===== src/rtl/iterative_shift_unit.sv =====
// ==== iterative_shift_unit : multi-cycle ARM-style LSL/LSR/ASR/ROR/RRX shifter, STEP bits/cycle ====
// ==== rev 1.0                                                                                  ====
`default_nettype none

module iterative_shift_unit #(
   parameter int WIDTH = 32,
   parameter int STEP  = 1,
   parameter int AMT_W = 8
) (
   input  logic             clk,
   input  logic             reset,
   input  logic             in_valid,
   output logic             in_ready,
   input  logic [2:0]       op,
   input  logic [WIDTH-1:0] data_in,
   input  logic [AMT_W-1:0] amt,
   input  logic             c_in,
   output logic             out_valid,
   input  logic             out_ready,
   output logic [WIDTH-1:0] result,
   output logic             c_out
);

   localparam int CNT_W = $clog2(WIDTH) + 1;
   localparam int IDX_W = $clog2(WIDTH);

   localparam logic [1:0] S_IDLE  = 2'd0;
   localparam logic [1:0] S_SHIFT = 2'd1;
   localparam logic [1:0] S_DONE  = 2'd2;

   localparam logic [2:0] OP_LSL = 3'd0;
   localparam logic [2:0] OP_LSR = 3'd1;
   localparam logic [2:0] OP_ASR = 3'd2;
   localparam logic [2:0] OP_ROR = 3'd3;
   localparam logic [2:0] OP_RRX = 3'd4;

   logic [1:0]       state;
   logic [2:0]       op_q;
   logic [WIDTH-1:0] work;
   logic             carry;
   logic             zero_carry;
   logic [CNT_W-1:0] remaining;

   logic [31:0]      amt_ext;
   logic [31:0]      amt_mod;
   logic [CNT_W-1:0] n_init;
   logic [2:0]       op_init;
   logic             carry_init;
   logic             zc_init;

   logic [CNT_W-1:0]        k;
   logic [IDX_W-1:0]        lsl_idx;
   logic [IDX_W-1:0]        lsr_idx;
   logic [WIDTH-1:0]        ror_v;
   logic signed [WIDTH-1:0] asr_v;
   logic [WIDTH-1:0]        shifted;
   logic                    sh_c;

   assign in_ready  = (state == S_IDLE);
   assign out_valid = (state == S_DONE);
   assign result    = work;
   assign c_out     = carry;

   // Request decode: shift count and initial carry. Out-of-range LSL/LSR still
   // walk WIDTH steps but must finish with a cleared carry.
   always_comb begin
      amt_ext    = 32'(amt);
      amt_mod    = amt_ext & 32'(WIDTH - 1);
      n_init     = '0;
      op_init    = OP_LSL;
      carry_init = c_in;
      zc_init    = 1'b0;
      case (op)
         OP_LSL, OP_LSR, OP_ASR: begin
            op_init = op;
            if (amt_ext >= 32'(WIDTH)) begin
               n_init  = CNT_W'(WIDTH);
               zc_init = (op != OP_ASR) && (amt_ext > 32'(WIDTH));
            end else begin
               n_init = CNT_W'(amt_ext);
            end
         end
         OP_ROR: begin
            op_init = OP_ROR;
            n_init  = CNT_W'(amt_mod);
            if (amt_ext != 32'd0 && amt_mod == 32'd0)
               carry_init = data_in[WIDTH-1];
         end
         OP_RRX: begin
            op_init = OP_RRX;
            n_init  = CNT_W'(1);
         end
         default: ;
      endcase
   end

   always_comb begin
      k       = (remaining > CNT_W'(STEP)) ? CNT_W'(STEP) : remaining;
      lsl_idx = IDX_W'(CNT_W'(WIDTH) - k);
      lsr_idx = IDX_W'(k - CNT_W'(1));
      ror_v   = (work >> k) | (work << (CNT_W'(WIDTH) - k));
      asr_v   = $signed(work) >>> k;
      shifted = work;
      sh_c    = carry;
      case (op_q)
         OP_LSL: begin shifted = work << k;  sh_c = work[lsl_idx]; end
         OP_LSR: begin shifted = work >> k;  sh_c = work[lsr_idx]; end
         OP_ASR: begin shifted = asr_v;      sh_c = work[lsr_idx]; end
         OP_ROR: begin shifted = ror_v;      sh_c = ror_v[WIDTH-1]; end
         OP_RRX: begin shifted = {carry, work[WIDTH-1:1]}; sh_c = work[0]; end
         default: ;
      endcase
      if (zero_carry)
         sh_c = 1'b0;
   end

   always_ff @(posedge clk) begin
      if (reset) begin
         state      <= S_IDLE;
         op_q       <= OP_LSL;
         work       <= '0;
         carry      <= 1'b0;
         zero_carry <= 1'b0;
         remaining  <= '0;
      end else begin
         case (state)
            S_IDLE: begin
               if (in_valid) begin
                  op_q       <= op_init;
                  work       <= data_in;
                  carry      <= carry_init;
                  zero_carry <= zc_init;
                  remaining  <= n_init;
                  state      <= (n_init == '0) ? S_DONE : S_SHIFT;
               end
            end
            S_SHIFT: begin
               work      <= shifted;
               carry     <= sh_c;
               remaining <= remaining - k;
               if (remaining == k)
                  state <= S_DONE;
            end
            S_DONE: begin
               if (out_ready)
                  state <= S_IDLE;
            end
            default: state <= S_IDLE;
         endcase
      end
   end

endmodule

`default_nettype wire


===== config.mk =====
export PLATFORM = sky130hd
export DESIGN_NAME = iterative_shift_unit
export DESIGN_NICKNAME = d
export VERILOG_FILES = /design/src/rtl/iterative_shift_unit.sv
export SDC_FILE = /design/constraint.sdc
export NUM_CORES = 1
export LEC_CHECK = 0
export CAP_MARGIN = 20
export CORE_MARGIN = 4
export CORE_UTILIZATION = 49
export DETAILED_ROUTE_END_ITERATION = 10
export GPL_TIMING_DRIVEN = 0
export PLACE_DENSITY = 0.9
export SYNTH_ARGS = -nofsm -noshare
export SYNTH_HDL_FRONTEND = slang
export SYNTH_SLANG_ARGS = --single-unit

===== constraint.sdc =====
create_clock -name clk -period 3.05 [get_ports clk]
set_clock_uncertainty 0.2 [all_clocks]
set_input_delay 0.915 -clock clk [delete_from_list [all_inputs] [get_ports clk]]
set_output_delay 0.915 -clock clk [all_outputs]
set_load 0.01 [all_outputs]

# == Word-level counts from Yosys, hierarchy flattened ==
# Index checks and enable logic that the tools add are counted.
# W data, S select, Z words.
# word_totals
register_bits,45
in_bits,48
output_inout_bits,35
wordCells,78
# classes
add_sub_neg,3
magnitude_cmp,5
eq_ne,17
shifts,4
mux,26
bitwise_logic,1
n_reduce_logical,16
# op_table
op,n
$pmux W32 S5,1
$pmux W32 S2,1
$shl A32 B6 Y32,2
$logic_not A32 Y1,1
$mux W32,1
$or A32 B32 Y32,1
$shr A32 B6 Y32,1
$sshr A32 B6 Y32,1
$mux W6,3
$pmux W6 S3,1
$eq A3 B2 Y1 const B,4
$lt A5 B6 Y1 const B,2
$pmux W6 S2,1
$bmux W1 S5,2
$pmux W3 S3,1
$reduce_and A3 Y1,3
$ge A8 B6 Y1 const B,1
$gt A8 B6 Y1 const B,1
$mux W1,8
$mux W2,4
$reduce_bool A8 Y1,1
$eq A3 B1 Y1 const B,2
$eq A3 B3 Y1 const B,2
$eq A6 B6 Y1,1
22 further kinds,26

# == Logic depth before layout (Yosys ltp) ==
# logic_depth
ltp_word,8
ltp_mapped,14
depth_no_buf,10

# == Least setup slack after synthesis ==
# No wires, ideal clock.
# synth_timing
kind,register to register
start,register remaining[1]
end,"register carry, in the netlist c_out"
setup_time_ns,0.126
arrival_time_ns,2.639
required_ns,2.724
path_slack_ns,0.085
stages_incl_launch_ff,14
n_path_buf,5
period_less_slack_ns,2.965
path_cell_list,dfxtp_1 > buf_6 > nor3_4 > nand2_4 > inv_6 > buf_12 > buf_4 > ha_1 > buf_4 > inv_1 > clkbuf_1 > mux4_1 > o22ai_1 > o31ai_2
# synth_between
elab_chain_len,8
elab_cells_between_ends,14
cone_classes,add/sub (2); order compare (1); shift (2); mux (8); bitwise (1)
# synth_rtl
element,line_no,rtl
"start, declared",42,logic [CNT_W-1:0] remaining;
"start signal, assigned",133,remaining <= n_init;
"start signal, assigned",140,remaining <= remaining - k;
$gt A6 B1 Y1,98,k = (remaining > CNT_W'(STEP)) ? CNT_W'(STEP) : remaining;
$mux W6 *,98,
$sub A6 B6 Y6 or $sub A5 B1 Y5 (tied branches),"101, 100",
$shl A32 B6 Y32 (tied with other cells),101,ror_v = (work >> k) | (work << (CNT_W'(WIDTH) - k));
$or A32 B32 Y32 (tied with other cells),101,
$pmux W1 S4 *,105,case (op_q)
$mux W1 *,113,if (zero_carry)
$pmux W1 S2 *,126,case (state)
"end signal, assigned",131,carry <= carry_init;
"end, declared",40,logic carry;
# Mark *: on every way between the ends. The rest lies on a longest branch, timed or not. The select of a mux whose other input is x is not followed.
# A chain may end at the register's enable or synchronous reset.

# == Worst setup path after layout ==
# Same ends and word-level chain as after synthesis.

==> summary.txt <==
Final layout
  – Final non-filler cell total: around 810
  – Multi-input logic area: 3198 um2
  – Share of cells above drive strength 1: about 14%
  – Flip-flop and latch area: 902.1 um2
  – Fin util: between 60% and 70%
  – Nets: 756
  – ANT cells: 0
  – Layout fillers: between 700 and 800
  – Area growth syn-to-layout: 28.01%

Pwr
  – Part of the power in registers: 21.9%
  – Int Pwr: 1.924 mW
  – Clock power share: 13.4%
  – Maximum VDD drop: 346.6 uV
  – Leak: 2.066 nW
  – Pwr Density: 674.4 nW/um2
  – Combinational share of power: 64.7%
  – Switching part of the total power: around half
  – P_sw: around 1.9 mW

Die
  – Core Footprint: 8763 um2
  – Core Rows: 34
  – Die Span X: 103.0 um
  – Die Area: 10600 um2
  – Die height: 103.0 um
  – Initial Util: about half
  – I/O pin count: 83

Clock network
  – Post-CTS Hold Buffers: 0
  – Clock sinks: 45
  – Clock tree buffer depth: 2
  – CTS tree: yes
  – H-tree depth: 2
  – CTS clock-pin slew for the worst setup and hold paths: 100 ps
  – Root buffer cell: clkbuf_8
  – Cts bufs inserted: 5
  – Insertion delay to the later sink of the worst-skew pair: 320 ps

GRT
  – Pin count of the biggest net entering global routing: 20
  – Tot GR Track Use: 40.75%
  – Vias in the first global route: 5624
  – Grt ovf: 0
  – Global-route wire length before repair: around 32 mm
  – Initial antenna violation count: 0

Routing
  – Total number of vias: 6028
  – Pre-antenna DRT Iters: 7
  – Wire per inst: ~27 um
  – Drt via density: 7.405
  – DRT iter0 DRCs: ~940
  – Final antenna-violating net count: 0
  – Total Wirelength: 21.71 mm
  – Residual DRC count: 0

Logic synthesis
  – Synth Instances: 611
  – Post-Synth Adder-Cell Area: 0.8496%
  – Avg Inst Size Synth: 7.231 um2
  – Sequential element share of the synthesized area: 20.39%
  – Yosys top cell area share: 20.39%
  – Main area contributors after synthesis: dfxtp_1, a21oi_1, nand2_1
  – Net count after synthesis: 662
  – Count leader, synth: nand2_1
  – Asr flop ratio synth: 0%
  – Simple-gate share of the synthesized area: 24.36%
  – Synth warnings: 0
  – Cell variety after synth: 79
  – Synth Area in XOR/XNOR: 0%
  – Synth Flop Type: dfxtp_1
  – Cell type with the largest total area after synthesis: dfxtp_1
  – Synth Area in Compound Gates: 39.14%
  – Post-synth EDFFs: 0
  – Number of synthesized register bits: 45
  – Synth cell count leaders: nand2_1, a21oi_1, nor2_1, o21ai_0, dfxtp_1
  – Synthesized area: 4418 um2
  – Mux share of post-synthesis cell area: 6.146%
  – Largest family of logic cells by synthesized area: compound AO/OA/AOI/OAI gates

STA
  – RSZ-0062 raised after global routing: true
  – Slew Viols, Final: 0
  – Final setup violating endpoints: 2
  – Peak Freq: 325.4 MHz
  – Fin crit period: 3073 ps
  – Max_slew headroom: 30.39%
  – Worst slew pin tran: 1044 ps
  – Number of hold violations in the final report: 0
  – Crit share post-route: 100.7%
  – Post-route setup slack: -22.85 ps

Outcome
  – Violations in the final reports: setup timing
  – Status: complete, but fails checks

Setup path
  – Startpoint type of the worst setup path: flip-flop
  – Crit-path max FO: 10
  – Critical Path RT: roughly 3100 ps
  – Critical path arrival: around 3100 ps
  – Worst Path Class, Setup: flip-flop to flip-flop
  – Worst Setup End Kind: flip-flop
  – Path depth of the worst reg2reg path: 14

Worst hold path
  – Worst Hold Path Cells: 2
  – Worst Hold Class: flip-flop to flip-flop

Place
  – DP HPWL: 15.44 mm
  – Routability congestion estimate from global placement: about 1.1
  – Placed insts: 800
  – Port-buffer cells: 81

Run
  – Max Cap Violations: 0
==> power by group through the flow <==
stage | clock, mW | sequential [mW] | combinational [mW]
global placement | 0 | 0.832 | 2.17
floorplan | 0 | 0.816 | 1.40
finish | 0.512 | 0.836 | 2.47
global route | 0.532 | 0.841 | 2.57
CTS | 0.510 | 0.821 | 2.33
detailed placement | 0 | 0.835 | 2.19
==> cell usage in the layout (no fill, tap or decap), types with 6 or more instances in the layout <==
| master | instances |
|---|---|
| a211o_1 | 7 |
| a211oi_1 | 11 |
| a21oi_1 | 59 |
| a221oi_1 | 6 |
| a31oi_1 | 21 |
| and3_1 | 13 |
| buf_2 | 15 |
| buf_4 | 11 |
| buf_6 | 6 |
| clkbuf_1 | 26 |
| clkbuf_2 | 6 |
| clkbuf_8 | 8 |
| clkdlybuf4s50_1 | 81 |
| dfxtp_1 | 44 |
| inv_1 | 9 |
| mux2_2 | 7 |
| nand2_1 | 68 |
| nand2b_1 | 6 |
| nand3_1 | 35 |
| nor2_1 | 52 |
| nor3_1 | 11 |
| o21ai_0 | 47 |
| o221ai_1 | 7 |
| o22ai_1 | 15 |
==> layout make-up <==
class | instances | share of cell area [%]
Inverter | 10 | 0.7522
Sequential cell | 45 | 15.95
Clock buffer | 6 | 1.460
Buffer | 64 | 6.969
Multi-Input combinational cell | 491 | 56.55
Timing Repair Buffer | 88 | 15.27
Tap cell | 108 | 2.389
Clock inverter | 2 | 0.6637
==> final timing paths <==
path	start	slack, ps	to
hold reg to reg	result[14]$_SDFFE_PP0P_	330	result[14]$_SDFFE_PP0P_
hold / removal	result[14]$_SDFFE_PP0P_	330	result[14]$_SDFFE_PP0P_
setup reg to reg	remaining[1]$_SDFFE_PP0P_	-20	c_out$_SDFFE_PP0P_
setup / recovery	remaining[1]$_SDFFE_PP0P_	-20	c_out$_SDFFE_PP0P_
==> flip-flops by register name, summed over array words and instances, names as in the netlist <==
name / flops
remaining: 6
op_q: 3
state: 2
c_out: 1
result: 32
zero_carry: 1
==> cells by family (layout without fill, tap and decap cells) <==
group                      Yosys count  count (layout)
AOI/OAI and AO/OA                  250             250
and+or+nand+nor                    219             219
buffers and inverters               75             170
DFF                                 45              45
muxes                               18              18
adders and majority gates            3               3
other                                1               1
==> critical path, cell delays in order (launching register included) <==
cell and delay [ps]:
dfxtp_1 320, buf_6 130, nor3_4 290, nand2_4 110, inv_6 80, buf_12 140, buf_8 160, ha_4 220
buf_6 140, nand2b_1 140, a22oi_1 160, o21ai_0 140, a21boi_0 440, a2111oi_2 110, o31ai_2 210
==> through the flow <==
step	hold WS (ps)	setup WS [ps]	TNS [ps]	power [mW]	area, um2
2_1_floorplan	284.8	85.22	0	2.221	4418
3_3_place_gp	311.1	-930.3	-13720	3.001	5364
3_5_place_dp	318.5	-962.4	-13700	3.022	5364
4_1_cts	331.5	14.22	0	3.658	5620
5_1_grt	374.6	-97.34	-177.9	3.945	5655
6_report	333.4	-22.85	-38.69	3.814	5655
==> repair_timing <==
action                     CTS  global route
buffers inserted             4             3
gates resized for setup     23            11
setup endpoints to repair   25            26
pin swaps                    5             3
==> routing by layer <==
layer  routed length [um]  track usage (%)
met1                 7553            51.44
met4                 1643            24.80
met3                 3436            13.53
met2                 9079            59.84
met5                    0                0
Note: power is estimated with default switching activity, not from simulation.
